### config.mk
export PLATFORM = sky130hd
export DESIGN_NAME = eth_tx_framer
export DESIGN_NICKNAME = d
export VERILOG_FILES = /design/src/rtl/eth_tx_framer_pkg.sv /design/src/rtl/eth_tx_framer_crc.sv /design/src/rtl/my_bin2gray.sv /design/src/rtl/eth_tx_framer.sv
export SDC_FILE = /design/constraint.sdc
export NUM_CORES = 1
export LEC_CHECK = 0
export BUFFER_PORTS_ARGS = -buffer_cell sky130_fd_sc_hd__buf_4
export CAP_MARGIN = 40
export CORE_MARGIN = 2
export CORE_UTILIZATION = 30
export DETAILED_ROUTE_END_ITERATION = 10
export SETUP_SLACK_MARGIN = 0.3
export SKIP_CTS_REPAIR_TIMING = 1
export SYNTH_ARGS = -nofsm -noshare
export SYNTH_HDL_FRONTEND = slang
export SYNTH_HIERARCHICAL = 1
export SYNTH_SLANG_ARGS = --single-unit
### constraint.sdc
create_clock -name REF_CLK -period 3.8 [get_ports REF_CLK]
set_input_delay 1.14 -clock REF_CLK [delete_from_list [all_inputs] [get_ports REF_CLK]]
set_output_delay 1.14 -clock REF_CLK [all_outputs]
set_load 0.02 [all_outputs]
### src/rtl/eth_tx_framer_pkg.sv
// Shared constants and state encodings for the Ethernet TX framer and RX FCS checker.
package eth_tx_framer_pkg;

    localparam logic [31:0] CRC32_POLY_R  = 32'hEDB88320;
    localparam logic [31:0] CRC32_INIT    = 32'hFFFFFFFF;
    localparam logic [31:0] CRC32_RESIDUE = 32'hDEBB20E3;

    localparam int ETH_MIN_LEN = 60;
    localparam int ETH_MAX_LEN = 1514;
    localparam int BYTE_CNT_W  = 11;

    typedef enum logic [2:0] {
        S_IDLE  = 3'd0,
        S_DATA  = 3'd1,
        S_DRAIN = 3'd2,
        S_PAD   = 3'd3,
        S_FCS   = 3'd4
    } framer_state_e;

endpackage

### src/rtl/eth_tx_framer_crc.sv
// Combinational one-byte step of the reflected IEEE 802.3 CRC-32, LSB of the byte first.
module crc32_d8
    import eth_tx_framer_pkg::*;
(
    input  logic [31:0] crc_in,
    input  logic [7:0]  d,
    output logic [31:0] crc_out
);

    logic [31:0] c;

    always_comb begin
        c = crc_in;
        for (int i = 0; i < 8; i++) begin
            if (c[0] ^ d[i]) begin
                c = (c >> 1) ^ CRC32_POLY_R;
            end else begin
                c = c >> 1;
            end
        end
        crc_out = c;
    end

endmodule

### src/rtl/my_bin2gray.sv
// Binary to Gray conversion, used so counters can be sampled safely from another clock domain.
module my_bin2gray #(
    parameter int WIDTH = 16
) (
    input  logic [WIDTH-1:0] bin,
    output logic [WIDTH-1:0] gray
);

    assign gray = bin ^ (bin >> 1);

endmodule

### src/rtl/eth_tx_framer.sv
// Frames a raw byte stream for the RMII TX FIFO: zero-pads to MIN_LEN, truncates at MAX_LEN
// and appends the CRC-32 FCS, tagging the last FCS byte with EOD.
//
//  state   | meaning
//  --------+------------------------------------------------------------
//  S_IDLE  | waiting for the first byte (DA[0]) of a frame
//  S_DATA  | passing payload bytes through to the FIFO
//  S_DRAIN | frame hit MAX_LEN; discarding input up to in_last
//  S_PAD   | writing zero bytes until MIN_LEN is reached
//  S_FCS   | writing the four FCS bytes, EOD on the last
module eth_tx_framer
    import eth_tx_framer_pkg::*;
#(
    parameter int MIN_LEN = ETH_MIN_LEN,
    parameter int MAX_LEN = ETH_MAX_LEN
) (
    input  logic        REF_CLK,
    input  logic        arst_n,
    input  logic        in_valid,
    input  logic [7:0]  in_data,
    input  logic        in_last,
    output logic        in_ready,
    input  logic        fifo_afull,
    output logic        fifo_wren,
    output logic [7:0]  fifo_din,
    output logic        fifo_EOD_in,
    output logic [15:0] frame_count_gray,
    output logic [15:0] oversize_count_gray
);

    localparam logic [BYTE_CNT_W-1:0] MIN_CNT = BYTE_CNT_W'(MIN_LEN);
    localparam logic [BYTE_CNT_W-1:0] MAX_CNT = BYTE_CNT_W'(MAX_LEN);

    framer_state_e          state, state_nxt;
    logic [BYTE_CNT_W-1:0]  byte_cnt, byte_cnt_nxt, cnt_inc;
    logic [31:0]            crc, crc_nxt, crc_upd;
    logic [7:0]             crc_d, fcs_byte;
    logic                   stomp, stomp_nxt;
    logic [1:0]             fcs_idx, fcs_idx_nxt;
    logic                   run;
    logic                   accept;
    logic                   wren_nxt, eod_nxt;
    logic [7:0]             din_nxt;
    logic                   frame_inc, oversize_inc;
    logic [15:0]            frame_cnt, oversize_cnt;

    // run keeps in_ready low while reset is asserted and for the first edge after it
    always_comb begin
        in_ready = 1'b0;
        case (state)
            S_IDLE, S_DATA: in_ready = run & ~fifo_afull;
            S_DRAIN:        in_ready = run;
            default:        in_ready = 1'b0;
        endcase
    end

    assign accept   = in_valid & in_ready;
    assign cnt_inc  = byte_cnt + BYTE_CNT_W'(1);
    assign crc_d    = (state == S_PAD) ? 8'h00 : in_data;
    assign fcs_byte = crc[{fcs_idx, 3'b000} +: 8];

    crc32_d8 u_crc32_d8 (
        .crc_in  (crc),
        .d       (crc_d),
        .crc_out (crc_upd)
    );

    always_comb begin
        state_nxt    = state;
        byte_cnt_nxt = byte_cnt;
        crc_nxt      = crc;
        stomp_nxt    = stomp;
        fcs_idx_nxt  = fcs_idx;
        wren_nxt     = 1'b0;
        din_nxt      = 8'h00;
        eod_nxt      = 1'b0;
        frame_inc    = 1'b0;
        oversize_inc = 1'b0;

        case (state)
            S_IDLE: begin
                if (accept) begin
                    wren_nxt     = 1'b1;
                    din_nxt      = in_data;
                    crc_nxt      = crc_upd;
                    byte_cnt_nxt = BYTE_CNT_W'(1);
                    if (in_last) begin
                        state_nxt = (BYTE_CNT_W'(1) < MIN_CNT) ? S_PAD : S_FCS;
                    end else begin
                        state_nxt = S_DATA;
                    end
                end
            end
            S_DATA: begin
                if (accept) begin
                    wren_nxt     = 1'b1;
                    din_nxt      = in_data;
                    crc_nxt      = crc_upd;
                    byte_cnt_nxt = cnt_inc;
                    if (in_last) begin
                        state_nxt = (cnt_inc < MIN_CNT) ? S_PAD : S_FCS;
                    end else if (cnt_inc == MAX_CNT) begin
                        stomp_nxt    = 1'b1;
                        oversize_inc = 1'b1;
                        state_nxt    = S_DRAIN;
                    end
                end
            end
            S_DRAIN: begin
                if (accept && in_last) begin
                    state_nxt = S_FCS;
                end
            end
            S_PAD: begin
                if (!fifo_afull) begin
                    wren_nxt     = 1'b1;
                    crc_nxt      = crc_upd;
                    byte_cnt_nxt = cnt_inc;
                    if (cnt_inc >= MIN_CNT) begin
                        state_nxt = S_FCS;
                    end
                end
            end
            S_FCS: begin
                if (!fifo_afull) begin
                    wren_nxt    = 1'b1;
                    // a stomped frame carries the raw crc, i.e. a deliberately wrong FCS
                    din_nxt     = stomp ? fcs_byte : ~fcs_byte;
                    fcs_idx_nxt = fcs_idx + 2'd1;
                    if (fcs_idx == 2'd3) begin
                        eod_nxt      = 1'b1;
                        frame_inc    = 1'b1;
                        crc_nxt      = CRC32_INIT;
                        byte_cnt_nxt = '0;
                        stomp_nxt    = 1'b0;
                        state_nxt    = S_IDLE;
                    end
                end
            end
            default: begin
                state_nxt    = S_IDLE;
                crc_nxt      = CRC32_INIT;
                byte_cnt_nxt = '0;
                stomp_nxt    = 1'b0;
                fcs_idx_nxt  = 2'd0;
            end
        endcase
    end

    always_ff @(posedge REF_CLK or negedge arst_n) begin
        if (!arst_n) begin
            state        <= S_IDLE;
            byte_cnt     <= '0;
            crc          <= CRC32_INIT;
            stomp        <= 1'b0;
            fcs_idx      <= 2'd0;
            run          <= 1'b0;
            fifo_wren    <= 1'b0;
            fifo_din     <= 8'h00;
            fifo_EOD_in  <= 1'b0;
            frame_cnt    <= 16'h0000;
            oversize_cnt <= 16'h0000;
        end else begin
            state        <= state_nxt;
            byte_cnt     <= byte_cnt_nxt;
            crc          <= crc_nxt;
            stomp        <= stomp_nxt;
            fcs_idx      <= fcs_idx_nxt;
            run          <= 1'b1;
            fifo_wren    <= wren_nxt;
            fifo_din     <= din_nxt;
            fifo_EOD_in  <= eod_nxt;
            frame_cnt    <= frame_cnt + 16'(frame_inc);
            oversize_cnt <= oversize_cnt + 16'(oversize_inc);
        end
    end

    my_bin2gray #(.WIDTH(16)) u_frame_gray (
        .bin  (frame_cnt),
        .gray (frame_count_gray)
    );

    my_bin2gray #(.WIDTH(16)) u_oversize_gray (
        .bin  (oversize_cnt),
        .gray (oversize_count_gray)
    );

endmodule

After elaboration in Yosys (flattened, before gate mapping)
Index checks and enable logic that the tools add are counted.

cells by class
  add/sub/neg operators = 4
  $lt $le $gt $ge = 2
  equality and inequality tests = 17
  shift operators = 1
  multiplexer cells = 55
  bitwise gates (word level) = 25
  reductions and logical operators = 11

operators with widths
  cell                                                                 number
  two-way mux 32 bit                                                   12
  case mux 32 bit (4 select lines)                                     1
  inverter 13 -> 14 bit                                                8
  two-way mux 11 bit                                                   5
  case mux 11 bit (5 select lines)                                     1
  adder 16 x 1 -> 16 bit                                               2
  two-way mux 8 bit                                                    4
  indexed part select 32 x 6 -> 8 bit                                  1
  bitwise XOR 16 x 15 -> 16 bit                                        2
  two-way mux 3 bit                                                    10
  inequality test 2 bit (second input constant)                        8
  case mux 8 bit (2 select lines)                                      1
  case mux 3 bit (5 select lines)                                      1
  two-way mux 1 bit                                                    14
  AND reduction 6 bit                                                  2
  adder 11 x 1 -> 11 bit (second input constant)                       1
  equality test 11 bit (second input constant)                         1
  greater-or-equal comparator 11 x 6 -> 1 bit (second input constant)  1
  < comparator 11 x 6 -> 1 bit (second input constant)                 1
  inverter 8 bit                                                       1
  AND reduction 8 bit                                                  1
  bitwise XOR 1 bit                                                    8
  equality test 3 x 2 -> 1 bit (second input constant)                 2
  AND reduction 5 bit                                                  1
  18 further kinds                                                     26

word-level totals
  bits in registers = 92
  bits of input ports = 13
  word-level logic and storage cells = 126

Depth between registers and ports, before layout
Gate-level depths: netlist of the first run.

  depth after elaboration = 20
  mapped depth = 13

Modules after synthesis
The synthesis of the first run kept the hierarchy.

modules (own cells, without submodules)
  module         instances  cells an instance  area each (µm²)  seq. area each (µm²)
  eth_tx_framer  1          382                4439.3           2342.2
  crc32_d8       1          70                 769.5            0.0
  my_bin2gray    2          16                 138.9            0.0

Worst setup path before layout of the first run
OpenSTA, ideal clock, no wires.

  path type = input to register
  start point = in fifo_afull
  end point = reg oversize_cnt[11]
  data arrival time = 3.208 ns
  data required time = 3.674 ns
  setup slack = 0.466 ns
  cell stages on the path = 9
  buffers on the path = 0
  path through = mux2_2 nor3b_1 nand3_1 nor2_1 ha_1 and4_1 and3_1 nand3_1 xnor2_1

on the way
  longest elaborated chain between the ends = 7

RTL lines
  element                          RTL line              source
  start: declaration               eth_tx_framer.sv:23   input logic fifo_afull,
  inverter 1 bit                   eth_tx_framer.sv:51   S_IDLE, S_DATA: in_ready = run & ~fifo_afull;
  bitwise AND 1 bit                eth_tx_framer.sv:51
  case mux 1 bit (2 select lines)  eth_tx_framer.sv:50   case (state)
  via in_ready                     eth_tx_framer.sv:22   output logic in_ready,
  bitwise AND 1 bit                eth_tx_framer.sv:57   assign accept = in_valid & in_ready;
  two-way mux 1 bit                eth_tx_framer.sv:95   if (accept) begin
  two-way mux 1 bit                eth_tx_framer.sv:80   case (state)
  adder 16 x 1 -> 16 bit           eth_tx_framer.sv:174  oversize_cnt <= oversize_cnt + 16'(oversize_inc);
  end signal: assignment           eth_tx_framer.sv:174
  end: declaration                 eth_tx_framer.sv:45   logic [15:0] frame_cnt, oversize_cnt;

The timed path passes the listed nets, and every way through them passes these cells.
A chain may end at the register's enable or synchronous reset.

Worst setup path in the final report of the first run
  start point = in fifo_afull
  end point = out in_ready

on the way
  longest elaborated chain between the ends = 3

RTL lines
  element                          RTL line
  inverter 1 bit                   eth_tx_framer.sv:51
  bitwise AND 1 bit                eth_tx_framer.sv:51
  case mux 1 bit (2 select lines)  eth_tx_framer.sv:50
  end: declaration                 eth_tx_framer.sv:22

Every way passes these cells.

==> results of run 1 <==
-- area by class of cell --
| class | count | area, sq um |
|---|---|---|
| Multi-Input combinational cell | 360 | 3004 |
| Inverter | 3 | 11.26 |
| Tap cell | 229 | 286.5 |
| Clock buffer | 9 | 225.2 |
| Timing Repair Buffer | 68 | 530.5 |
| Fill cell | 1769 | 11510 |
| Sequential cell | 92 | 2342 |
| Clock inverter | 6 | 48.80 |
-- synthesized netlist by cell type, types with 8 or more instances --
cell type and number:
nand3_1 15, dfrtp_1 60, mux4_2 8, xor2_1 50
o22a_1 32, o21ai_0 10, clkbuf_1 19, nand2_1 23
and2_1 10, a22o_1 9, dfstp_2 32, nor2_1 19
xnor2_1 77
-- power by group through the flow --
stage	Combinational [mW]	Sequential, mW	Clock, mW
floorplan	3.35	1.52	0
global placement	3.95	1.60	0
detailed placement	4.00	1.62	0
CTS	4.03	1.61	0.886
global route	4.36	1.65	0.927
finish	3.99	1.60	0.856
-- kinds of logic (layout without fill, tap and decap cells) --
logic type               after synthesis  after routing  synth area share
flip-flops                            92             92            0.4269
AO/OA/AOI/OAI                         85             85            0.1218
XOR/XNOR                             142            142            0.2552
multiplexers                          10             10           0.03694
other                                  1              1         0.0006835
buffers and inverters                 32             86           0.02736
AND/OR/NAND/NOR                      115            115            0.1152
adder cells (fa/ha/maj)                7              7           0.01596
-- worst paths after layout --
kind | end | slack [ns]
worst min-delay path | frame_cnt[15] | 0.52
worst min register to register | frame_cnt[15] | 0.52
min in group asynchronous | fifo_din[0] | 0.74
worst max-delay path | in_ready | 0.50
worst max register to register | oversize_cnt[12] | 0.68
max in group asynchronous | crc[21] | 2.41
-- critical path, cell delays in order --
cell,delay [ns]
buf_4,0.14
mux2_2,0.27
nor3b_1,0.37
buf_4,0.23
-- per-layer routing --
metal  global-route usage  up-vias  share of wire  routed length, um
li1                     -     1789              -                  -
met1               0.1668     1862           0.45               5414
met2               0.2152       66           0.50               6034
met3              0.01858       10          0.031                369
met4              0.04625        0          0.014                165
met5                    0        -              0                  0
-- per-stage QoR --
stage	area, sq um	utilization	setup WS (ns)
2_1_floorplan	5487	-	0.4662
5_1_grt	6449	0.3590	0.4479
3_5_place_dp	6175	0.3437	0.5050
4_1_cts	6449	0.3590	0.4955
6_report	6449	0.3590	0.5039
3_3_place_gp	6147	0.3422	0.4965
-- state kept, by name, summed over array words and instances (netlist names) --
| register | flops |
|---|---|
| byte_cnt | 11 |
| crc | 32 |
| fcs_idx | 2 |
| fifo_EOD_in | 1 |
| fifo_din | 8 |
| fifo_wren | 1 |
| frame_cnt | 16 |
| oversize_cnt | 16 |
| run | 1 |
| state | 3 |
| stomp | 1 |
==> results.md, run 1 <==
- RSZ-0062 raised after global routing: no
- FMAX: 0.3034 GHz
- Clock share of power: 0.133
- Clock sink total: 92
- Worst vdd ir: 827.6 uV
- Area contributors post-synth: dfrtp_1 (27%), dfstp_2 (15%), xnor2_1 (12%)
- Area grow syn2layout: 17.54%
- Die width: 139.2 um
- Via count: 3727
- Clock Tree Root: clkbuf_16
- Depth of the most critical reg-to-reg path: 12
- Cell Pwr Density: 1001 nW/um^2
- Final Instance Count excl. Fillers: 767
- Vias per inst: 4.859
- Synth async-reset ratio: 1.000
- HP Start: frame_cnt[15]
- Routed len/inst: 15.62 um
- Total gr overflow: 0
- Synth warnings: 6
- First-pass GRT wire length: 20000 um
- Largest net degree at the start of global routing: 51
- Minimum clock period: 3.296 ns
- Total chip power: 6.453 mW
- DR pass1 iterations: 4
- Switch share: 0.4012
- Total global routing track utilization: 0.1274
- Leakage: 2.888 nW
- # placed instances: 752
- Post-Syn Nets: 504
- Port Buffers: 55
- Clock Path Buffers: 2
- Combinational power share: 0.619
- Ports: 56
- CP max FO: 8
- Max-cap violations: 0
- Core area: 17960 sq um
- Reg power frac: 0.249
- Post-synth EDFFs: 0
- Sw Pwr: 2.589 mW
- Post-Syn Instances: 484
- Hold Slack: 0.5156 ns
- Antenna Nets Post-Route: 0
- Distinct cells, synth: 61
- CTS tree: done
- Initial detailed-routing violation count: 206
- Crit path capture type: output pin
- P_int: 3.864 mW
- H-tree Lvls: 3
- Hold path cells: 1
- Final wirelength: 11980 um
- Syn Area/Cell: 11.34 sq um
- Global placement routability congestion: 0.8409
- Clock Skew: 0.007114 ns
- CP startpoint kind: input port
- Antenna cells: 0
- Worst min-delay path class: flop to flop
- Commonest cells after routing, fill and taps aside: xnor2_1 (77), buf_4 (67), dfrtp_1 (60), xor2_1 (50)
- Layout cells sized above 1: 0.2751
- DRC: 0
- Post-synthesis cell area: 5487 sq um
- Hpwl dp: 8519 um
- Worst slew margin: 0.5934
- Final hold violation count: 0
- Clock latency on the worst-skew pair: 0.35 ns
- Total CTS buffers: 9
- # setup viols final: 0
- Clock transition at path regs: 0.07 ns
- Worst reg2reg path startpoint: byte_cnt[0]
- Critical path class: input port to output pin
- Flops & latches, synth: 92
- Initial antenna violation count: 0
- TNS Setup: 0 ns
- Post-synthesis sequential area ratio: 0.4269
- Initial Util: 0.3054
- Slew Viols, Final: 0
- CP startpoint: fifo_afull
- # rows: 49
- Vias in the first global route: 3778
- Post-synth top area cell: dfrtp_1
- Critical Path RT: 2.66 ns
- Least-Margin Pin Slew: 0.6100 ns
- Die area: 19390 sq um
- Period utilisation layout: 0.8674
- Synth top area share: 0.2737
- Worst Path Arrival: 2.16 ns
- Most common cell after layout, fill and taps aside: xnor2_1
- Nets: 554
- Height of the die: 139.2 um
- Outcome: completed
- Main flop type after synthesis: dfrtp_1
Power figures use the tool's default switching activity.
==> inputs of run 2 (changes only) <==
- clock period: 3.8 -> 2.76 ns (I/O delays scaled with it)
==> results.md, run 2 (synthesis gave the netlist of run 1 again) <==
- Outcome: completed (unchanged)
- Initial Util: 0.3054 (unchanged)
- FMAX: 0.3801 GHz
- # rows: 49 (unchanged)
- Largest register FFs: 32 (unchanged)
- Total global routing track utilization: 0.1295 (was 0.1274)
- Final wirelength: 12180 um (was 11980 um)
- Initial detailed-routing violation count: 163 (was 206)
- Nets: 585 (was 554)
- Critical path class: flop to flop (was input port to output pin)
- Antenna cells: 0 (unchanged)
- DR pass1 iterations: 5 (was 4)
- Critical Path RT: 2.99 ns (was 2.66 ns)
- First-pass GRT wire length: 20350 um (was 20000 um)
- DRC: 0 (unchanged)
- Cell Pwr Density: 1405 nW/um^2 (was 1001 nW/um^2)
- Die width: 139.2 um (unchanged)
- Critical Path Max Stage Delay: 0.51 ns (was 0.37 ns)
- Worst reg2reg path startpoint: byte_cnt[0] (unchanged)
- Worst Path Arrival: 2.86 ns (was 2.16 ns)
- Max-cap violations: 0 (unchanged)
- Antenna Nets Post-Route: 0 (unchanged)
- Hpwl dp: 8506 um (was 8519 um)
- Core area: 17960 sq um (unchanged)
- Most common cell after layout, fill and taps aside: buf_4 (was xnor2_1)
- Largest regs: crc (32), frame_cnt (16), oversize_cnt (16) (unchanged)
- Vias in the first global route: 3934 (was 3778)
- # setup viols final: 0 (unchanged)
- CP startpoint kind: flop (was input port)
- Reg with most FFs: crc (unchanged)
- Leakage: 3.111 nW (was 2.888 nW)
- Total CTS buffers: 9 (unchanged)
- Final hold violation count: 0 (unchanged)
- CTS tree: done (unchanged)
- Top delay family on crit path: simple AND/OR/NAND/NOR gates (was buffers and inverters)
- Clock Path Buffers: 2 (unchanged)
- Crit-path cells: and3_4, or4b_1, o22ai_2, o221a_4, nand3_4, nor2_4, ha_4, and4_4, and3_4, nand3_2, xnor2_1 (was buf_4, mux2_2, nor3b_1, buf_4)
- Layout cells sized above 1: 0.3667 (was 0.2751)
- Slowest-stage cell, CP: or4b_1 (was nor3b_1)
- Hold Slack: 0.5154 ns (was 0.5156 ns)
- Least-Margin Pin Slew: 0.6875 ns (was 0.6100 ns)
- Period utilisation layout: 0.9533
- Height of the die: 139.2 um (unchanged)
- Clock Skew: 0.005074 ns (was 0.007114 ns)
- Clock transition at path regs: 0.06 ns (was 0.07 ns)
- Worst vdd ir: 758.3 uV (was 827.6 uV)
- Vias per inst: 4.847 (was 4.859)
- CP startpoint: byte_cnt[0] (was fifo_afull)
- Clock sink total: 92 (unchanged)
- Crit path top cell by count: and3_4 (was buf_4)
- Die area: 19390 sq um (unchanged)
- TNS Setup: 0 ns (unchanged)
- CP max FO: 5 (was 8)
- WP buf/inv: 0 (was 2)
- Clock latency on the worst-skew pair: 0.35 ns (about the same)
- Global placement routability congestion: 0.8446 (was 0.8409)
- Worst slew margin: 0.5381 (was 0.5934)
- Routed len/inst: 15.24 um (was 15.62 um)
- Clock Tree Root: clkbuf_16 (unchanged)
- Crit path capture type: flop (was output pin)
- Minimum clock period: 2.631 ns
- Largest net degree at the start of global routing: 51 (unchanged)
- RSZ-0062 raised after global routing: yes (was no)
- Initial antenna violation count: 0 (unchanged)
- Via count: 3873 (was 3727)
- H-tree Lvls: 3 (unchanged)
- Worst min-delay path class: input port to asynchronous set/reset pin (was flop to flop)
- Area grow syn2layout: 27.41% (was 17.54%)
- Slew Viols, Final: 0 (unchanged)
- Commonest cells after routing, fill and taps aside: buf_4 (94), xnor2_1 (73), dfrtp_1 (58), xor2_1 (49) (was xnor2_1 (77), buf_4 (67), dfrtp_1 (60), xor2_1 (50))
- Ports: 56 (unchanged)
- Port Buffers: 55 (unchanged)
- Total gr overflow: 0 (unchanged)
## run 2: worst paths after layout
kind                               endpoint  slack (ns)  cells after the start
max                        oversize_cnt[11]        0.13                     11
min                           frame_cnt[15]        0.52                      1
max reg2reg                oversize_cnt[11]        0.13                     11
min reg2reg                   frame_cnt[15]        0.52                      1
max in group asynchronous            crc[0]        1.58                      2
min in group REF_CLK          frame_cnt[15]        0.52                      1
## run 2: worst register-to-register path, cell delays in order, from the launching register on
cell	delay, ns
dfrtp_2	0.44
and3_4	0.22
or4b_1	0.51
o22ai_2	0.13
o221a_4	0.23
nand3_4	0.08
nor2_4	0.11
ha_4	0.17
and4_4	0.22
and3_4	0.19
nand3_2	0.07
xnor2_1	0.13
## run 2: layout make-up
cell class	instances	area [sq um]
Clock buffer	13	250.2
Timing Repair Buffer	99	779.5
Sequential cell	92	2345
Clock inverter	3	46.29
Multi-Input combinational cell	360	3272
Inverter	3	11.26
Fill cell	1713	10970
Tap cell	229	286.5
## run 2: per-layer routing
| metal | global-route usage | up-vias | part of all wire |
|---|---|---|---|
| met5 | 0 | - | 0 |
| met4 | 0.04253 | 0 | 0.015 |
| met3 | 0.02925 | 14 | 0.041 |
| met2 | 0.2087 | 70 | 0.48 |
| met1 | 0.1730 | 1926 | 0.46 |
| li1 | - | 1863 | - |
## run 2: per-stage QoR
step / setup WS, ns / cell area [sq um] / cells / utilization / total power, mW
floorplan: 0.03693 / 5643 / 484 / - / 6.890
global placement: 0.03022 / 6479 / 775 / 0.3607 / 8.126
detailed placement: -0.0001936 / 6486 / 776 / 0.3611 / 8.228
CTS: -0.01125 / 6783 / 792 / 0.3776 / 9.539
global route: -0.04195 / 6990 / 799 / 0.3891 / 10.52
finish: 0.1290 / 6990 / 799 / 0.3891 / 9.821
## run 2: where the power goes
| group | internal (mW) | leakage [nW] | switching [mW] | total, mW |
|---|---|---|---|---|
| registers | 1.86 | 1.15 | 0.297 | 2.16 |
| logic | 3.45 | 1.82 | 2.97 | 6.42 |
| clock network | 0.730 | 0.140 | 0.520 | 1.25 |
| total | 6.04 | 3.11 | 3.78 | 9.82 |
